[config.mk]
export PLATFORM = sky130hd
export DESIGN_NAME = midi_note_serializer
export DESIGN_NICKNAME = d
export VERILOG_FILES = /design/src/rtl/midi_note_serializer.sv
export SDC_FILE = /design/constraint.sdc
export NUM_CORES = 1
export LEC_CHECK = 0
export BUFFER_PORTS_ARGS = -buffer_cell sky130_fd_sc_hd__buf_4
export CORE_ASPECT_RATIO = 1.2
export CORE_MARGIN = 2
export CORE_UTILIZATION = 38
export CTS_BUF_LIST = sky130_fd_sc_hd__clkbuf_8 sky130_fd_sc_hd__clkbuf_16
export DETAILED_ROUTE_END_ITERATION = 10
export MAX_ROUTING_LAYER = met4
export PLACE_DENSITY = 0.52
export RECOVER_POWER = 100
export SYNTH_ARGS = -nofsm -noshare
export SYNTH_HDL_FRONTEND = slang
export SYNTH_SLANG_ARGS = --single-unit
[constraint.sdc]
create_clock -name clk -period 4.4 [get_ports clk]
set_clock_uncertainty 0.15 [all_clocks]
set_input_delay 0.22 -clock clk [delete_from_list [all_inputs] [get_ports clk]]
set_output_delay 0.22 -clock clk [all_outputs]
set_load 0.02 [all_outputs]
[src/rtl/midi_note_serializer.sv]
// MIDI byte-stream parser, event FIFO and 14-bit serial word shifter for the piano key-drive link.
// Optional macro SUSTAIN_EN: accept CC64 (sustain) and report it on the top key index.
module midi_note_serializer #(
    parameter int CHANNEL      = 16,
    parameter int LOW_NOTE     = 21,
    parameter int NUM_KEYS     = 12,
    parameter int FIFO_DEPTH   = 8,
    parameter int CLK_DIV      = 4,
    parameter int LATCH_CYCLES = 8,
    parameter int GAP_CYCLES   = 512
) (
    input  logic                          clk,
    input  logic                          rst_n,
    input  logic [7:0]                    rx_data,
    input  logic                          rx_valid,
    output logic                          sr_clk,
    output logic                          sr_d,
    output logic                          sr_latch,
    output logic                          busy,
    output logic                          overflow,
    output logic [$clog2(FIFO_DEPTH):0]   fifo_level
);

    localparam int AW = $clog2(FIFO_DEPTH);
`ifdef SUSTAIN_EN
    localparam int NOTE_KEYS = NUM_KEYS - 1;
`else
    localparam int NOTE_KEYS = NUM_KEYS;
`endif
    localparam int MAX_A   = (CLK_DIV > LATCH_CYCLES) ? CLK_DIV : LATCH_CYCLES;
    localparam int MAX_CNT = (MAX_A > GAP_CYCLES) ? MAX_A : GAP_CYCLES;
    localparam int CW      = $clog2(MAX_CNT + 1);

    localparam logic [CW-1:0] DIV_LAST   = CW'(CLK_DIV - 1);
    localparam logic [CW-1:0] LATCH_LAST = CW'(LATCH_CYCLES - 1);
    localparam logic [CW-1:0] GAP_LAST   = CW'(GAP_CYCLES - 1);
    localparam logic [AW:0]   FULL_LVL   = (AW + 1)'(FIFO_DEPTH);

    localparam logic [1:0] S_IDLE  = 2'd0;
    localparam logic [1:0] S_SHIFT = 2'd1;
    localparam logic [1:0] S_LATCH = 2'd2;
    localparam logic [1:0] S_GAP   = 2'd3;

    // rx_valid is a one-cycle strobe with no back-pressure: every strobed byte is consumed.
    logic [7:0]  status_q, status_d;
    logic        dcnt_q, dcnt_d;
    logic [6:0]  d1_q, d1_d;
    logic        ev_valid_q, ev_valid_d;
    logic [13:0] ev_word_q, ev_word_d;

    logic        msg_done;
    logic        one_byte;
    logic        chan_ok;
    logic        note_ok;
    logic [6:0]  note_key;

    assign one_byte = (status_q[7:4] == 4'hC) || (status_q[7:4] == 4'hD);
    assign chan_ok  = (CHANNEL >= 16) || (status_q[3:0] == 4'(CHANNEL));
    assign note_ok  = (int'(d1_q) >= LOW_NOTE) && (int'(d1_q) < LOW_NOTE + NOTE_KEYS);
    assign note_key = 7'(int'(d1_q) - LOW_NOTE);

    always_comb begin
        status_d   = status_q;
        dcnt_d     = dcnt_q;
        d1_d       = d1_q;
        ev_valid_d = 1'b0;
        ev_word_d  = ev_word_q;
        msg_done   = 1'b0;
        if (rx_valid && (rx_data[7:3] != 5'b11111)) begin
            if (rx_data[7:4] == 4'hF) begin
                status_d = 8'h00;
                dcnt_d   = 1'b0;
            end else if (rx_data[7]) begin
                status_d = rx_data;
                dcnt_d   = 1'b0;
            end else if (status_q[7]) begin
                if (!dcnt_q) begin
                    d1_d = rx_data[6:0];
                end
                if (dcnt_q || one_byte) begin
                    dcnt_d   = 1'b0;
                    msg_done = dcnt_q;
                end else begin
                    dcnt_d = 1'b1;
                end
            end
        end
        // Only two-byte messages can be accepted, so d1_q holds the first data byte here.
        if (msg_done && chan_ok) begin
            case (status_q[7:4])
                4'h8, 4'h9: begin
                    if (note_ok) begin
                        ev_valid_d = 1'b1;
                        ev_word_d  = {note_key, status_q[4] ? rx_data[6:0] : 7'd0};
                    end
                end
`ifdef SUSTAIN_EN
                4'hB: begin
                    if (d1_q == 7'd64) begin
                        ev_valid_d = 1'b1;
                        ev_word_d  = {7'(NUM_KEYS - 1), rx_data[6] ? 7'h7F : 7'h00};
                    end
                end
`endif
                default: ;
            endcase
        end
    end

    logic [13:0] mem_q [FIFO_DEPTH];
    logic [13:0] mem_d [FIFO_DEPTH];
    logic [AW-1:0] wr_ptr_q, wr_ptr_d;
    logic [AW-1:0] rd_ptr_q, rd_ptr_d;
    logic [AW:0]   level_q, level_d;
    logic          overflow_q, overflow_d;
    logic          pop;
    logic          push;

    logic [1:0]    state_q, state_d;
    logic [CW-1:0] cnt_q, cnt_d;
    logic [3:0]    bit_q, bit_d;
    logic          phase_q, phase_d;
    logic [13:0]   word_q, word_d;
    logic          sr_clk_q, sr_clk_d;
    logic          sr_d_q, sr_d_d;
    logic          sr_latch_q, sr_latch_d;

    // A full FIFO still accepts a push in the cycle the serializer pops it.
    assign pop  = (state_q == S_IDLE) && (level_q != '0);
    assign push = ev_valid_q && ((level_q != FULL_LVL) || pop);

    always_comb begin
        mem_d      = mem_q;
        wr_ptr_d   = wr_ptr_q;
        rd_ptr_d   = rd_ptr_q;
        level_d    = level_q;
        overflow_d = ev_valid_q && !push;
        if (push) begin
            mem_d[wr_ptr_q] = ev_word_q;
            wr_ptr_d        = wr_ptr_q + 1'b1;
        end
        if (pop) begin
            rd_ptr_d = rd_ptr_q + 1'b1;
        end
        if (push && !pop) begin
            level_d = level_q + 1'b1;
        end else if (pop && !push) begin
            level_d = level_q - 1'b1;
        end
    end

    always_comb begin
        state_d = state_q;
        cnt_d   = cnt_q;
        bit_d   = bit_q;
        phase_d = phase_q;
        word_d  = word_q;
        case (state_q)
            S_IDLE: begin
                if (pop) begin
                    state_d = S_SHIFT;
                    word_d  = mem_q[rd_ptr_q];
                    bit_d   = 4'd13;
                    phase_d = 1'b0;
                    cnt_d   = '0;
                end
            end
            S_SHIFT: begin
                if (cnt_q == DIV_LAST) begin
                    cnt_d = '0;
                    if (!phase_q) begin
                        phase_d = 1'b1;
                    end else begin
                        phase_d = 1'b0;
                        if (bit_q == 4'd0) begin
                            state_d = S_LATCH;
                        end else begin
                            bit_d = bit_q - 1'b1;
                        end
                    end
                end else begin
                    cnt_d = cnt_q + 1'b1;
                end
            end
            S_LATCH: begin
                if (cnt_q == LATCH_LAST) begin
                    state_d = S_GAP;
                    cnt_d   = '0;
                end else begin
                    cnt_d = cnt_q + 1'b1;
                end
            end
            S_GAP: begin
                if (cnt_q == GAP_LAST) begin
                    state_d = S_IDLE;
                    cnt_d   = '0;
                end else begin
                    cnt_d = cnt_q + 1'b1;
                end
            end
            default: state_d = S_IDLE;
        endcase
        // Link outputs are registered from next-state so they are glitch-free.
        sr_clk_d   = (state_d == S_SHIFT) && phase_d;
        sr_d_d     = (state_d == S_SHIFT) && word_d[bit_d];
        sr_latch_d = (state_d == S_LATCH);
    end

    always_ff @(posedge clk or negedge rst_n) begin
        if (!rst_n) begin
            status_q   <= 8'h00;
            dcnt_q     <= 1'b0;
            d1_q       <= 7'd0;
            ev_valid_q <= 1'b0;
            ev_word_q  <= 14'd0;
            for (int i = 0; i < FIFO_DEPTH; i++) begin
                mem_q[i] <= 14'd0;
            end
            wr_ptr_q   <= '0;
            rd_ptr_q   <= '0;
            level_q    <= '0;
            overflow_q <= 1'b0;
            state_q    <= S_IDLE;
            cnt_q      <= '0;
            bit_q      <= 4'd0;
            phase_q    <= 1'b0;
            word_q     <= 14'd0;
            sr_clk_q   <= 1'b0;
            sr_d_q     <= 1'b0;
            sr_latch_q <= 1'b0;
        end else begin
            status_q   <= status_d;
            dcnt_q     <= dcnt_d;
            d1_q       <= d1_d;
            ev_valid_q <= ev_valid_d;
            ev_word_q  <= ev_word_d;
            mem_q      <= mem_d;
            wr_ptr_q   <= wr_ptr_d;
            rd_ptr_q   <= rd_ptr_d;
            level_q    <= level_d;
            overflow_q <= overflow_d;
            state_q    <= state_d;
            cnt_q      <= cnt_d;
            bit_q      <= bit_d;
            phase_q    <= phase_d;
            word_q     <= word_d;
            sr_clk_q   <= sr_clk_d;
            sr_d_q     <= sr_d_d;
            sr_latch_q <= sr_latch_d;
        end
    end

    assign sr_clk     = sr_clk_q;
    assign sr_d       = sr_d_q;
    assign sr_latch   = sr_latch_q;
    assign overflow   = overflow_q;
    assign fifo_level = level_q;
    assign busy       = (state_q != S_IDLE) || (level_q != '0);

endmodule

==> results by group <==
Outcome
  • Outcome: finished, violations left
  • Violated checks: max-capacitance violations, max-slew violations

Logic synthesis
  • Seq/Total Area, Yosys: 0.532
  • Ys Warns: 0
  • Unique masters post-synth: 60
  • Most common cell in the netlist: dfrtp_1
  • Synth area leader: dfrtp_1
  • Flops & latches, synth: 184
  • Top FF cell, synth: dfrtp_1
  • Gate Count Post-Synth: 686
  • Syn avg cell area: 12.6 µm²
  • EDFF count, synth: 0
  • Top cells by area, synth: dfrtp_1, mux2_2, mux4_2, nand2_1, o21ai_0
  • Fraction of registers with async set/reset: 1.00
  • Synth top area share: 0.532
  • Mapped Area: 0.00865 mm²
  • Top cells by count, synth: dfrtp_1, mux2_2, nand2_1
  • Post-Syn Nets: 707

STA
  • Final Cycle Share: 0.786
  • Setup tns final: 0 ps
  • Final setup viols: 0
  • Worst slew pin tran: 2840 ps
  • Hold_ws: 215 ps
  • Fin worst setup slack: 941 ps
  • RSZ-0062 raised after global routing: false
  • Final Hold Viols: 0
  • Final Max Tran Viols: 113
  • Final worst path period need: 3460 ps
  • Max-slew headroom: -0.896
  • Max Clock Freq: 289 MHz

Finish
  • Fillers: 2088
  • Layout cells sized above 1: 0.265
  • FF+latch area: 0.00460 mm²
  • Antenna diode count: 0
  • Area Overhead vs Synth: 11.3%
  • Nets@finish: 738
  • Area of the multi-input gates: 0.00378 mm²

Setup path
  • Delay-heaviest family, CP: simple AND/OR/NAND/NOR gates
  • Critical path required time: 4560 ps
  • Slowest stage cell, crit path: nor4b_1
  • Worst Reg-to-Reg Cells: 8
  • Arr. time, crit path: 3620 ps
  • Worst path cell trace: ha_1 -> nor4b_1 -> and4_1 -> mux2_2 -> a2111oi_0 -> a211oi_1 -> o21ai_0 -> a21oi_1
  • Max incr delay on CP: 720 ps
  • WP buf/inv: 0
  • Crit start category: flip-flop
  • CP Max Fanout: 9
  • WP depth: 8
  • CP endpoint kind: flip-flop
  • Crit path kind: flip-flop to flip-flop

Flow run
  • Total of max-cap violations: 1

Placed design
  • Buffers on Ports: 19
  • Detail Placement HPWL: 12600 µm
  • Dpl ws: 1290 ps
  • RePlAce Congestion: 0.851

GRT
  • Vias in the first global route: 5688
  • GRT Residual Overflow: 0
  • First-pass GRT wire length: 31000 µm
  • GR Util All Layers: 0.174
  • Antenna violations before repair: 0
  • Largest net degree at the start of global routing: 114

Route
  • Remaining DRCs: 0
  • ANT nets after route: 0
  • Avg WL per Cell: 18.7 µm
  • TritonRoute pass-1 iters: 4
  • Total Wirelength: 18900 µm
  • DR vias: 5399
  • Initial DRC count: 299
  • Via/cell ratio: 5.36

Floorplanning
  • DIE WIDTH: 142 µm
  • Initial Util: 0.387
  • Full die area: 0.0240 mm²
  • Std-Cell Rows: 60
  • Ports: 20
  • Die Ht: 169 µm
  • Core ar.: 0.0224 mm²

Clock tree
  • Clk Latency, worst-skew pair: 440 ps
  • Clk root buf: clkbuf_16
  • Clock sink count: 184
  • CTS tree: yes
  • CTS Buf Count: 17
  • Max Buffers Root-to-Sink: 2
  • Resized Gates After CTS: 0
  • Post-CTS Setup Inserts: 0
  • # hold bufs at CTS: 10
  • Clk pin slew, worst setup/hold paths: 70 ps
  • H-tree Lvls: 4

Worst hold path
  • Min-Delay Path Class: input port to flip-flop
  • WHS Path Cells: 4

Power
  • Peak supply drop: 0.290 mV
  • Pleak: 4.50 nW
  • PwrDens: 482 mW/mm²
-- cells in the final DEF (no fill, tap or decap), types with 10 or more instances in the layout --
cell type      count
mux2_2           120
nand2_1           76
clkbuf_1          21
o21ai_0           52
dfrtp_1          184
clkbuf_16         17
a21oi_1           10
buf_4             12
dlygate4sd3_1     10
nand3_1           12
mux4_2            26
mux2i_1           19
inv_1             21
nor2_1            26
-- final cells by class --
class | count | share of cell area
clock buffer | 17 | 0.0442
clock inverter | 13 | 0.0101
multi-input combinational | 448 | 0.393
inverter | 21 | 0.00819
tap | 279 | 0.0362
timing repair buffer | 45 | 0.0305
sequential | 184 | 0.478
-- state kept, by name, summed over array words and instances (netlist names) --
| signal | flops |
|---|---|
| sr_d | 1 |
| ev_word_q | 14 |
| ev_valid_q | 1 |
| d1_q | 7 |
| wr_ptr_q | 3 |
| bit_q | 4 |
| overflow | 1 |
| rd_ptr_q | 3 |
| sr_latch | 1 |
| state_q | 2 |
| status_q | 4 |
| phase_q | 1 |
| fifo_level | 4 |
| cnt_q | 10 |
| dcnt_q | 1 |
| sr_clk | 1 |
| word_q | 14 |
| mem_q | 112 |
-- power breakdown --
part | switching [mW] | leakage [nW] | internal [mW]
registers | 0.335 | 2.50 | 1.87
clock network | 0.660 | 0.265 | 0.723
logic | 0.581 | 1.73 | 0.472
total | 1.58 | 4.50 | 3.06
-- worst min-delay path, cell delays in order --
cell,delay (ps)
buf_4,120
and3b_1,260
nand2_1,100
o21ai_0,60
-- kinds of logic after synthesis --
logic type,Yosys count,share of synthesized area
buffers and inverters,54,0.0279
DFF,184,0.532
muxes,168,0.254
xor gates and xnor gates,13,0.0132
and+or+nand+nor,165,0.0964
adders and majority gates,10,0.0153
AOI/OAI and AO/OA,92,0.0616
-- layer usage --
layer / global-route usage / wire length [µm] / vias up
met1: 0.203 / 8250 / 2767
li1: - / - / 2533
met3: 0.0268 / 474 / 22
met2: 0.303 / 9790 / 77
met4: 0.0648 / 363 / 0
met5: - / 0 / -
-- final timing paths --
path / end / slack, ps / from
min reg2reg: word_q[3]$_DFF_PN0_ / 340 / word_q[3]$_DFF_PN0_
max reg2reg: sr_d$_DFF_PN0_ / 940 / cnt_q[0]$_DFFE_PN0P_
min: d1_q[1]$_DFFE_PN0P_ / 210 / rx_valid
max in group asynchronous: mem_q[34]$_DFFE_PN0P_ / 1370 / rst_n
max: sr_d$_DFF_PN0_ / 940 / cnt_q[0]$_DFFE_PN0P_
min in group asynchronous: fifo_level[3]$_DFFE_PN0P_ / 1090 / rst_n
-- stage by stage --
step / cells / util / area [µm²] / power (mW)
5_1_grt: 1007 / 0.430 / 9630 / 4.94
6_report: 1007 / 0.430 / 9630 / 4.64
4_1_cts: 1007 / 0.436 / 9760 / 4.76
3_5_place_dp: 967 / 0.409 / 9140 / 3.36
3_3_place_gp: 967 / 0.409 / 9140 / 3.32
2_1_floorplan: 686 / - / 8650 / 2.97
No activity file was read; power rests on OpenSTA's default activity.
